[src/rtl/instr_decode_stage.sv]
// Instruction decode stage: decodes each accepted 32-bit word into its fields and queues the result in a DEPTH-entry buffer.
// Optional build macro DECODE_ILLEGAL_EN: restricts DS to opcodes 58/62 and flags every other unlisted opcode as illegal (fmt=6).
module instr_decode_stage #(
    parameter int XLEN  = 64,
    parameter int DEPTH = 2
) (
    input  logic            clk,
    input  logic            rst_n,
    input  logic            in_valid,
    output logic            in_ready,
    input  logic [31:0]     instruction,
    input  logic [XLEN-1:0] pc_in,
    output logic            out_valid,
    input  logic            out_ready,
    output logic [5:0]      po,
    output logic [4:0]      rs,
    output logic [4:0]      rt,
    output logic [4:0]      rd,
    output logic [4:0]      bo,
    output logic [4:0]      bi,
    output logic            aa,
    output logic            lk,
    output logic            rc,
    output logic            oe,
    output logic [9:0]      xox,
    output logic [8:0]      xoxo,
    output logic [15:0]     si,
    output logic [13:0]     bd,
    output logic [XLEN-1:0] ds,
    output logic [1:0]      xods,
    output logic [23:0]     li,
    output logic [2:0]      fmt,
    output logic [XLEN-1:0] pc_out,
    output logic            illegal
);

    localparam int PTR_W = (DEPTH > 1) ? $clog2(DEPTH) : 1;
    localparam int CNT_W = $clog2(DEPTH + 1);

    localparam logic [2:0] FMT_XO  = 3'd0;
    localparam logic [2:0] FMT_X   = 3'd1;
    localparam logic [2:0] FMT_D   = 3'd2;
    localparam logic [2:0] FMT_B   = 3'd3;
    localparam logic [2:0] FMT_I   = 3'd4;
    localparam logic [2:0] FMT_DS  = 3'd5;
    localparam logic [2:0] FMT_ILL = 3'd6;

    typedef struct packed {
        logic [5:0]      po;
        logic [4:0]      rs;
        logic [4:0]      rt;
        logic [4:0]      rd;
        logic [4:0]      bo;
        logic [4:0]      bi;
        logic            aa;
        logic            lk;
        logic            rc;
        logic            oe;
        logic [9:0]      xox;
        logic [8:0]      xoxo;
        logic [15:0]     si;
        logic [13:0]     bd;
        logic [XLEN-1:0] ds;
        logic [1:0]      xods;
        logic [23:0]     li;
        logic [2:0]      fmt;
        logic            illegal;
        logic [XLEN-1:0] pc;
    } entry_t;

    entry_t             buf_q [DEPTH];
    entry_t             dec_d;
    entry_t             head;
    logic [PTR_W-1:0]   wr_ptr_q, wr_ptr_d;
    logic [PTR_W-1:0]   rd_ptr_q, rd_ptr_d;
    logic [CNT_W-1:0]   count_q, count_d;
    logic               push, pop;
    logic [5:0]         op;

    function automatic logic [PTR_W-1:0] ptr_inc(input logic [PTR_W-1:0] p);
        return (p == PTR_W'(DEPTH - 1)) ? '0 : p + 1'b1;
    endfunction

    assign op = instruction[31:26];

    always_comb begin
        dec_d    = '0;
        dec_d.po = op;
        dec_d.pc = pc_in;
        if (op == 6'd31) begin
            dec_d.rd = instruction[25:21];
            dec_d.rs = instruction[20:16];
            dec_d.rt = instruction[15:11];
            dec_d.rc = instruction[0];
            if (instruction[9:1] == 9'd266 || instruction[9:1] == 9'd40) begin
                dec_d.fmt  = FMT_XO;
                dec_d.oe   = instruction[10];
                dec_d.xoxo = instruction[9:1];
            end else begin
                dec_d.fmt = FMT_X;
                dec_d.xox = instruction[10:1];
            end
        end else if (op inside {6'd14, 6'd15, 6'd24, 6'd26, 6'd28, 6'd32, 6'd34,
                                6'd36, 6'd37, 6'd38, 6'd40, 6'd42, 6'd44}) begin
            dec_d.fmt = FMT_D;
            dec_d.rd  = instruction[25:21];
            dec_d.rs  = instruction[20:16];
            dec_d.si  = instruction[15:0];
            dec_d.ds  = {{(XLEN-16){instruction[15]}}, instruction[15:0]};
        end else if (op == 6'd19) begin
            dec_d.fmt = FMT_B;
            dec_d.bo  = instruction[25:21];
            dec_d.bi  = instruction[20:16];
            dec_d.bd  = instruction[15:2];
            dec_d.aa  = instruction[1];
            dec_d.lk  = instruction[0];
        end else if (op == 6'd18) begin
            dec_d.fmt = FMT_I;
            dec_d.li  = instruction[25:2];
            dec_d.aa  = instruction[1];
            dec_d.lk  = instruction[0];
`ifdef DECODE_ILLEGAL_EN
        end else if (op != 6'd58 && op != 6'd62) begin
            dec_d.fmt     = FMT_ILL;
            dec_d.illegal = 1'b1;
`endif
        end else begin
            // DS displacement is kept word-granular: no shift back by two.
            dec_d.fmt  = FMT_DS;
            dec_d.rd   = instruction[25:21];
            dec_d.rs   = instruction[20:16];
            dec_d.ds   = {{(XLEN-14){instruction[15]}}, instruction[15:2]};
            dec_d.xods = instruction[1:0];
        end
    end

    assign in_ready  = (count_q != CNT_W'(DEPTH));
    assign out_valid = (count_q != '0);
    assign push      = in_valid && in_ready;
    assign pop       = out_valid && out_ready;

    always_comb begin
        wr_ptr_d = push ? ptr_inc(wr_ptr_q) : wr_ptr_q;
        rd_ptr_d = pop  ? ptr_inc(rd_ptr_q) : rd_ptr_q;
        count_d  = count_q;
        unique case ({push, pop})
            2'b10:   count_d = count_q + 1'b1;
            2'b01:   count_d = count_q - 1'b1;
            default: count_d = count_q;
        endcase
    end

    always_ff @(posedge clk) begin
        if (!rst_n) begin
            count_q  <= '0;
            wr_ptr_q <= '0;
            rd_ptr_q <= '0;
            for (int i = 0; i < DEPTH; i++) begin
                buf_q[i] <= '0;
            end
        end else begin
            count_q  <= count_d;
            wr_ptr_q <= wr_ptr_d;
            rd_ptr_q <= rd_ptr_d;
            if (push) begin
                buf_q[wr_ptr_q] <= dec_d;
            end
        end
    end

    assign head    = buf_q[rd_ptr_q];
    assign po      = head.po;
    assign rs      = head.rs;
    assign rt      = head.rt;
    assign rd      = head.rd;
    assign bo      = head.bo;
    assign bi      = head.bi;
    assign aa      = head.aa;
    assign lk      = head.lk;
    assign rc      = head.rc;
    assign oe      = head.oe;
    assign xox     = head.xox;
    assign xoxo    = head.xoxo;
    assign si      = head.si;
    assign bd      = head.bd;
    assign ds      = head.ds;
    assign xods    = head.xods;
    assign li      = head.li;
    assign fmt     = head.fmt;
    assign pc_out  = head.pc;
    assign illegal = head.illegal;

endmodule
[config.mk]
export PLATFORM = sky130hd
export DESIGN_NAME = instr_decode_stage
export DESIGN_NICKNAME = d
export VERILOG_FILES = /design/src/rtl/instr_decode_stage.sv
export SDC_FILE = /design/constraint.sdc
export NUM_CORES = 1
export LEC_CHECK = 0
export ABC_CLOCK_PERIOD_IN_PS = 15750
export BUFFER_PORTS_ARGS = -buffer_cell sky130_fd_sc_hd__buf_2
export CORE_ASPECT_RATIO = 0.9
export CORE_MARGIN = 2
export CORE_UTILIZATION = 50
export CTS_BUF_LIST = sky130_fd_sc_hd__clkbuf_16
export DETAILED_ROUTE_END_ITERATION = 12
export GPL_TIMING_DRIVEN = 1
export PLACE_DENSITY = 0.81
export SYNTH_ARGS = -nofsm -noshare
export SYNTH_HDL_FRONTEND = slang
export SYNTH_SLANG_ARGS = --single-unit
export TNS_END_PERCENT = 30
[constraint.sdc]
create_clock -name clk -period 15.75 [get_ports clk]
set_input_delay 0.7875 -clock clk [delete_from_list [all_inputs] [get_ports clk]]
set_output_delay 0.7875 -clock clk [all_outputs]
set_load 0.005 [all_outputs]
==> impl_results.md, run 1 <==
* Outcome: finished clean
* Cts hold-fix bufs at 0
* Final Hold Fails at 0
* Post-Synth Simple-Gate Area at 13.4%
* Drt pass-1 iters at 5
* Commonest non-fill, non-tap cell in the layout: edfxtp_1
* Clock network power share at 29.4%
* Remaining DRCs at 0
* Die height at 180 um
* Post-Syn Area per Cell at 14.1 um2
* Vias in the first global route at 10600
* CTS Sinks at 391
* Initial antenna violation count at 3
* Type of origin of the critical path: flip-flop
* Detailed Place HPWL at 24.5 mm
* Worst vdd ir at 98.8 uV
* Vias at 10700
* Delay of the slowest cell on the worst path at 1.08 ns
* Final setup viols at 0
* Pwr dens at 147 mW/mm2
* Clk slew on worst S/H paths at 0.06 ns
* Die Wd at 200 um
* Synth warn at 0
* Clk buf depth at 3
* Maxcap violations at 0
* Final Wtd Congestion at 0.828
* Largest net degree at the start of global routing at 80
* Switch Pwr at 0.818 mW
* Final WL at 38.9 mm
* Compound-Gate Fraction of Synth Area at 1.54%
* CTS Buf Count at 41
* Synth Cell Area at 0.0172 mm2
* Sw frac at 27.5%
* Adder-cell area share of the yosys netlist at 0.0727%
* Reg power frac at 46.2%
* Remaining global-route overflow at 0
* PostCTS Resize Cnt at 0
* Final min period at 4.06 ns
* Layout net count at 1610
* # H-tree levels at 2
* Critical path class: reg2out
* Crit-path cells: buf_4 > mux2_2 > buf_2
* Internal power at 2.15 mW
* Crit Path Max Fanout at 79
* Leak pwr at 8.10 nW
* Clock skew at 0.0113 ns
* Routed WL per cell at 19.4 um
* Avg Vias per Cell at 5.35
* Final core utilization at 59.4%
* Synth cell types at 49
* Area growth syn-to-layout at 17.1%
* Layout cells sized above 1 at 40.0%
* Fmax achieved at 246 MHz
* Total GRT Usage at 21.3%
* Final antenna-violating net count at 0
* Arr. time, crit path at 3.27 ns
* Flop and latch count out of synthesis at 391
* Crit path capture type: output pin
* Skew-Pair Late Insertion Delay at 0.53 ns
* PortBufs at 342
* First-pass GRT wire length at 59.0 mm
* Xor-xnor portion of the synthesized cell area at 0.203%
* Comb pwr share at 24.4%
* Mux cell area share after synthesis at 12.6%
* Pins over their slew limit at 0
* Required time of the critical path at 14.96 ns
* Min-delay worst type: reg2reg
* Core footprint at 0.0340 mm2
* Initial Util at 50.7%
* Slew @ Worst Pin at 1.19 ns
* CTS tree: done
* # IOs at 344
* Num rows at 64
* Setup_tns at 0 ns
* Slowest-stage cell, CP: dfxtp_4
* Clock root buffer: clkbuf_16
* Smallest hold slack at 0.503 ns
* Seq/Total Area, Yosys at 67.9%
* RSZ-0062 raised after global routing: no
* Setup Fix Bufs, Post-CTS at 0
* Most frequent cells in the layout: edfxtp_1, buf_2, nor2_1, mux2_2, and2_1
* Die ar. at 0.0359 mm2
* Main combinational cell family by area after synthesis: simple AND/OR/NAND/NOR gates
* Initial DRC count at 800
* Final worst path period share at 25.8%
* Max_slew headroom at 20.5%
* Mapped Cells at 1225
==> registers in the layout, indices dropped and copies added, names as in the netlist, named ones only <==
signal    count
buf_q       386
count_q       2
rd_ptr_q      1
wr_ptr_q      1
==> power groups by stage <==
stage               Clock (mW)  Combinational, mW  Sequential, mW
floorplan                    0              0.495            1.40
global placement             0              0.725            1.39
detailed placement           0              0.730            1.40
CTS                      0.884              0.736            1.38
global route             0.925              0.791            1.39
finish                   0.873              0.726            1.37
==> synthesized netlist by cell type, drive strengths merged <==
| library cell | n | area (um2) |
|---|---|---|
| nor3b | 2 | 26.3 |
| conb | 1 | 3.75 |
| o31ai | 1 | 21.3 |
| nor2b | 3 | 18.8 |
| nor2 | 207 | 780 |
| or3 | 2 | 12.5 |
| a2111oi | 2 | 17.5 |
| a21oi | 3 | 26.3 |
| nand4 | 30 | 194 |
| or4 | 1 | 11.3 |
| nor3 | 4 | 20.0 |
| o21ai | 33 | 165 |
| or2b | 1 | 8.76 |
| edfxtp | 386 | 11600 |
| a211oi | 2 | 20.0 |
| nand4b | 1 | 15.0 |
| dfxtp | 5 | 100 |
| mux2 | 193 | 2170 |
| nand2b | 2 | 12.5 |
| and3b | 1 | 8.76 |
| buf | 88 | 582 |
| nand2 | 62 | 243 |
| nand3b | 2 | 18.8 |
| ha | 1 | 12.5 |
| a21boi | 1 | 7.51 |
| nand3 | 2 | 10.0 |
| o21bai | 1 | 7.51 |
| or2 | 4 | 25.0 |
| clkbuf | 34 | 134 |
| and4 | 3 | 26.3 |
| xnor2 | 4 | 35.0 |
| nor4 | 1 | 6.26 |
| inv | 2 | 7.51 |
| and2 | 140 | 878 |
==> cell families (layout without fill, tap and decap cells) <==
kind of cell	Yosys count	count (layout)
flip-flops	391	391
adder cells (fa/ha/maj)	1	1
other	1	12
multiplexers	193	193
AND/OR/NAND/NOR	468	468
XOR/XNOR	4	4
AO/OA/AOI/OAI	43	43
buffers and inverters	124	429
==> metrics by stage <==
step	worst slack, ns	instance area [um2]	instances	power, mW
finish	11.69	20200	2003	2.97
global route	11.37	20200	2003	3.11
CTS	11.58	20200	2002	3.00
detailed placement	11.95	18900	1928	2.13
global placement	11.97	18900	1928	2.11
floorplan	0.416	17300	1235	1.90
==> routing by layer <==
metal	part of all wire [%]	global-route usage, %	routed length, um
met1	40	28.7	15700
met2	48	34.1	18500
met3	9.6	5.58	3730
met4	2.5	6.49	969
met5	0.054	0	21
==> worst paths after layout <==
| path | startpoint | endpoint | slack, ns | cells after the start |
|---|---|---|---|---|
| max | flip-flop | ds[40] | 11.69 | 3 |
| min | count_q[1] | count_q[1] | 0.50 | 2 |
| max reg2reg | count_q[0] | buf_q[0][89] | 12.49 | 5 |
| min reg2reg | count_q[1] | count_q[1] | 0.50 | 2 |
==> critical path: cells and delay by family (launching register included) <==
kind     cells  cell delay (ns)
flops        1             1.08
mux          1             0.68
buf+inv      2             0.93
==> area by class of cell <==
type	instances	area [um2]
Timing Repair Buffer	353	1790
Clock buffer	43	1080
Multi-Input combinational cell	720	4870
Antenna cell	1	2.50
Fill cell	2687	13800
Inverter	2	7.51
Sequential cell	391	11700
Tap cell	462	578
Clock inverter	31	134
Note: power is estimated with default switching activity, not from simulation.
==> inputs of run 2 (changes only) <==
- ABC_CLOCK_PERIOD_IN_PS: 15750 -> 3900
- CORE_UTILIZATION: 50 -> 55
- PLACE_DENSITY: 0.81 -> 0.85
- clock period: 15.75 -> 3.9 ns (I/O delays scaled with it)
==> run 2 against run 1 <==
  * Routed wire length grew 6.5%
  * Total power grew to 4.2 times the previous value
  * Utilization grew 8.6 points
  * Clock skew grew 0.0082 ns
  * Clock power grew to 4.4 times the previous value
  * Final cell count grew 0.90%
  * Combinational power grew to 4.2 times the previous value
  * First-iteration DRC count grew 30%
==> impl_results.md, run 2 (synthesized netlist as in run 1, its figures left out) <==
* Critical path class: reg2out
* Crit Path Max Fanout at 65 (-18%)
* Final setup viols at 0 (unchanged)
* Final Hold Fails at 0 (unchanged)
* Fmax achieved at 368 MHz
* Area after DPL at 0.0190 mm2 (+0.32%)
* Layout net count at 1681 (+4.4%)
* Vias in the first global route at 11300 (+6.0%)
* Hold Path Cell Cnt at 3 (+1)
* Setup_tns at 0 ns (unchanged)
* Max reg flops at 386 (unchanged)
* Clock skew at 0.0195 ns (+0.00823 ns)
* # H-tree levels at 2 (unchanged)
* Worst r2r path cells at 4 (-1)
* Largest net degree at the start of global routing at 129 (+61%)
* Final antenna-violating net count at 0 (unchanged)
* Slowest-stage cell, CP: dfxtp_4
* Setup Fix Bufs, Post-CTS at 0 (unchanged)
* Routed WL per cell at 20.5 um (+5.6%)
* Worst vdd ir at 391 uV (+300%)
* Pwr dens at 593 mW/mm2 (+300%)
* Die height at 172 um (-4.5%)
* Skew-Pair Late Insertion Delay at 0.52 ns (about the same)
* Min-delay worst type: in2reg
* Area growth syn-to-layout at 21.8%
* Leak pwr at 8.45 nW (+4.3%)
* Pins over their slew limit at 0 (unchanged)
* Clk slew on worst S/H paths at 0.06 ns (about the same)
* # fillers at 2084 (-22%)
* Slew @ Worst Pin at 1.17 ns (-0.0176 ns)
* # IOs at 344 (unchanged)
* Clk buf depth at 3 (unchanged)
* Arr. time, crit path at 2.52 ns (-0.75 ns)
* Num rows at 61 (-4.7%)
* CTS Buf Count at 41 (unchanged)
* Layout cells sized above 1 at 39.2% (-0.81 points)
* Maxcap violations at 0 (unchanged)
* Delay of the slowest cell on the worst path at 0.94 ns (-0.14 ns)
* RSZ-0062 raised after global routing: no
* Remaining global-route overflow at 0 (unchanged)
* Final core utilization at 68.0% (+8.6 points)
* Crit path capture type: output pin
* Die ar. at 0.0327 mm2 (-8.9%)
* Biggest regs: buf_q: 386 flops, count_q: 2 flops
* Total GRT Usage at 24.6% (+3.3 points)
* Type of origin of the critical path: flip-flop
* Drt pass-1 iters at 6 (+1)
* Required time of the critical path at 3.70 ns (-11.26 ns)
* Final worst path period share at 69.7%
* Largest reg by FF count: buf_q
* Final Wtd Congestion at 0.825 (-0.39%)
* Clock root buffer: clkbuf_16
* Die Wd at 191 um (-4.6%)
* Initial antenna violation count at 2 (-1)
* First-pass GRT wire length at 61.7 mm (+4.6%)
* Initial DRC count at 1039 (+30%)
* Vias at 11200 (+4.4%)
* Final min period at 2.72 ns
* Most frequent cells in the layout: edfxtp_1, buf_2, nor2_1, mux2_2, and2_1
* Commonest non-fill, non-tap cell in the layout: edfxtp_1
* Core footprint at 0.0308 mm2 (-9.2%)
* Detailed Place HPWL at 24.1 mm (-1.7%)
* CTS Sinks at 391 (unchanged)
* CTS tree: done
* PostCTS Resize Cnt at 0 (unchanged)
* Remaining DRCs at 0 (unchanged)
* Final WL at 41.5 mm (+6.5%)
* Crit-path cells: buf_4 > mux2_2 > buf_2
* Initial Util at 55.8% (+5.1 points)
* PortBufs at 342 (unchanged)
* Outcome: finished clean
* Design Area, Final at 0.0210 mm2 (+4.0%)
* Max_slew headroom at 21.6% (+1.2 points)
* Avg Vias per Cell at 5.53 (+3.4%)
[run 2: final timing paths]
kind                                       from            end  slack [ns]
worst max register to register         wr_ptr_q  buf_q[1][104]        1.45
worst min register to register       count_q[1]     count_q[1]        0.54
worst min-delay path            instruction[16]  buf_q[1][210]        0.04
worst max-delay path                  flip-flop          ds[9]        1.18
[run 2: layout make-up]
type	count	area, um2	area share, %
clock inverter	30	235	1.12
clock buffer	43	1080	5.13
timing repair buffer	424	2550	12.2
antenna	2	5.00	0.0239
sequential	391	11700	55.8
tap	409	512	2.44
multi-input combinational	720	4880	23.3
inverter	2	7.51	0.0358
[run 2: critical path: cells and delay by family, from the launching register on]
| family | cells | cell delay, ns |
|---|---|---|
| buffers and inverters | 2 | 0.61 |
| multiplexers | 1 | 0.41 |
| flip-flops | 1 | 0.94 |
[run 2: power by group]
part           switching [mW]  total (mW)  internal (mW)
clock network            1.57        3.82           2.25
registers               0.263        5.54           5.28
logic                    1.56        3.08           1.52
total                    3.39        12.4           9.05
[run 2: per-layer routing]
metal,up-vias,share of wire (%),GRT usage [%]
met4,2,4.0,10.0
met1,5458,38,31.6
li1,5035,-,-
met5,-,0.017,0
met2,563,49,41.2
met3,119,8.4,5.07
[run 2: what timing repair did]
item / 4_1_cts / 5_1_grt
endpoints found under the setup margin: 0 / 0
hold buffers: 64 / 0
hold endpoints to repair: 128 / 0
[run 2: metrics by stage]
stage | instances | hold slack (ns) | power, mW | worst slack, ns
floorplan | 1235 | 0.393 | 7.51 | -0.308
global placement | 1882 | 0.479 | 8.55 | 1.61
detailed placement | 1882 | 0.485 | 8.62 | 1.52
CTS | 2019 | 0.0218 | 12.5 | 1.11
global route | 2020 | 0.0395 | 12.9 | 1.02
finish | 2021 | 0.0417 | 12.4 | 1.18
==> inputs of run 3 (changes only) <==
- ABC_CLOCK_PERIOD_IN_PS: 3900 -> 2800
- clock period: 3.9 -> 2.8 ns (I/O delays scaled with it)
==> run 3 against run 2 <==
  * Via count up 0.29%
  * Setup slack worse by 0.84 ns
  * First-iteration DRC count up 7.6%
  * Register-to-register slack worse by 1.1 ns
  * Sequential power up 38%
  * Clock-buffer cell count down 1
  * Utilization up 0.51 points
  * Flip-flop and latch count unchanged
  * Combinational power up 43%
  * Clock skew up 0.0013 ns
  * Critical endpoint is now buf_q[0][99]
  * Highest routed layer unchanged
==> impl_results.md, run 3 (synthesized netlist as in run 1, its figures left out) <==
* Layout cells sized above 1 at 38.4% (-0.76 points)
* Type of origin of the critical path: flip-flop
* Commonest non-fill, non-tap cell in the layout: edfxtp_1
* First-pass GRT wire length at 61.8 mm (about the same)
* Clock root buffer: clkbuf_16
* Layout net count at 1705 (+1.4%)
* # H-tree levels at 2 (unchanged)
* Final core utilization at 68.5% (+0.51 points)
* Outcome: finished clean
* Final Hold Fails at 0 (unchanged)
* # IOs at 344 (unchanged)
* Crit Path Max Fanout at 14 (-78%)
* Clock skew at 0.0208 ns (+0.00127 ns)
* RSZ-0062 raised after global routing: no
* Min-delay worst type: in2reg
* Design Area, Final at 0.0211 mm2 (+0.75%)
* Core footprint at 0.0308 mm2 (unchanged)
* Vias in the first global route at 10900 (-2.8%)
* Vias at 11200 (+0.29%)
* Worst vdd ir at 514 uV (+31%)
* Total GRT Usage at 24.7% (+0.066 points)
* Final antenna-violating net count at 0 (unchanged)
* Area growth syn-to-layout at 22.7%
* Die ar. at 0.0327 mm2 (unchanged)
* Avg Vias per Cell at 5.49 (-0.79%)
* Leak pwr at 8.52 nW (+0.91%)
* Max reg flops at 386 (unchanged)
* Largest net degree at the start of global routing at 125 (-3.1%)
* Slew @ Worst Pin at 1.34 ns (+0.164 ns)
* Initial Util at 55.8% (unchanged)
* Final min period at 2.46 ns
* Initial antenna violation count at 2 (unchanged)
* PortBufs at 342 (unchanged)
* Die height at 172 um (unchanged)
* Biggest regs: buf_q: 386 flops, count_q: 2 flops
* Final Wtd Congestion at 0.794 (-3.8%)
* Skew-Pair Late Insertion Delay at 0.52 ns (about the same)
* Clk buf depth at 3 (unchanged)
* Remaining global-route overflow at 0 (unchanged)
* Final worst path period share at 87.9%
* Pwr dens at 806 mW/mm2 (+36%)
* Largest reg by FF count: buf_q
* Critical path class: reg2reg
* Detailed Place HPWL at 24.4 mm (+1.1%)
* Setup_tns at 0 ns (unchanged)
* CTS Buf Count at 40 (-2.4%)
* Clk slew on worst S/H paths at 0.06 ns (about the same)
* Final setup viols at 0 (unchanged)
* Reg2reg setup slack at 0.34 ns (-1.11 ns)
* Maxcap violations at 0 (unchanged)
* Crit path capture type: flip-flop
* Most frequent cells in the layout: edfxtp_1, buf_2, nor2_1, mux2_2, and2_1
* Die Wd at 191 um (unchanged)
* Required time of the critical path at 3.16 ns (-0.54 ns)
* Tot Pwr at 17.0 mW (+37%)
* Remaining DRCs at 0 (unchanged)
* Num rows at 61 (unchanged)
* Routed WL per cell at 20.1 um (-2.0%)
* Max_slew headroom at 10.6% (-11 points)
* Area after DPL at 0.0190 mm2 (+0.18%)
* # fillers at 2040 (-2.1%)
* Fmax achieved at 406 MHz
* Drt pass-1 iters at 6 (unchanged)
* Arr. time, crit path at 2.82 ns (+0.30 ns)
* CTS tree: done
* Initial DRC count at 1118 (+7.6%)
* Pins over their slew limit at 0 (unchanged)
* CTS Sinks at 391 (unchanged)
* N_diodes at 0 (-2)
* Final WL at 41.1 mm (-0.96%)
run 3: layout make-up:
class,instances,area (um2),share of cell area (%)
Clock inverter,30,168,0.794
Sequential cell,391,11700,55.4
Clock buffer,42,1050,4.98
Timing Repair Buffer,449,2810,13.3
Multi-Input combinational cell,720,4880,23.1
Inverter,2,7.51,0.0355
Tap cell,409,512,2.42
run 3: worst paths after layout:
path                   end             from  cells past startpoint
min          buf_q[1][233]  instruction[19]                      3
max           buf_q[0][99]       count_q[1]                      5
min reg2reg     count_q[1]       count_q[1]                      2
max reg2reg   buf_q[0][99]       count_q[1]                      5
run 3: where the power goes:
| group | internal [mW] | switching [mW] |
|---|---|---|
| Clock | 2.80 | 2.18 |
| Sequential | 7.35 | 0.306 |
| Combinational | 2.14 | 2.24 |
run 3: layer usage:
metal | GRT usage (%) | share of wire, % | vias to the layer above
met5 | 0 | 0.027 | -
li1 | - | - | 5103
met2 | 42.1 | 50 | 577
met1 | 32.0 | 38 | 5441
met4 | 7.95 | 2.8 | 2
met3 | 4.83 | 8.6 | 86
run 3: worst max-delay path, stage by stage (launching register included):
cell,delay [ns]
dfxtp_1,0.32
or2b_4,0.24
nand4b_2,0.25
nor2_1,1.08
nand4_1,0.23
o21ai_0,0.17
run 3: metrics by stage:
stage / cells / setup WS [ns] / hold WS [ns]
6_report: 2043 / 0.339 / 0.0196
5_1_grt: 2043 / 0.149 / 0.0261
4_1_cts: 2043 / 0.315 / 0.00729
3_5_place_dp: 1885 / 0.357 / 0.429
3_3_place_gp: 1885 / 0.433 / 0.424
2_1_floorplan: 1235 / -1.41 / 0.338
run 3: what timing repair did:
action | CTS | global route
gates resized for setup | 0 | 0
hold endpoints to repair | 186 | 0
buffers inserted | 0 | 0
hold buffers | 86 | 0
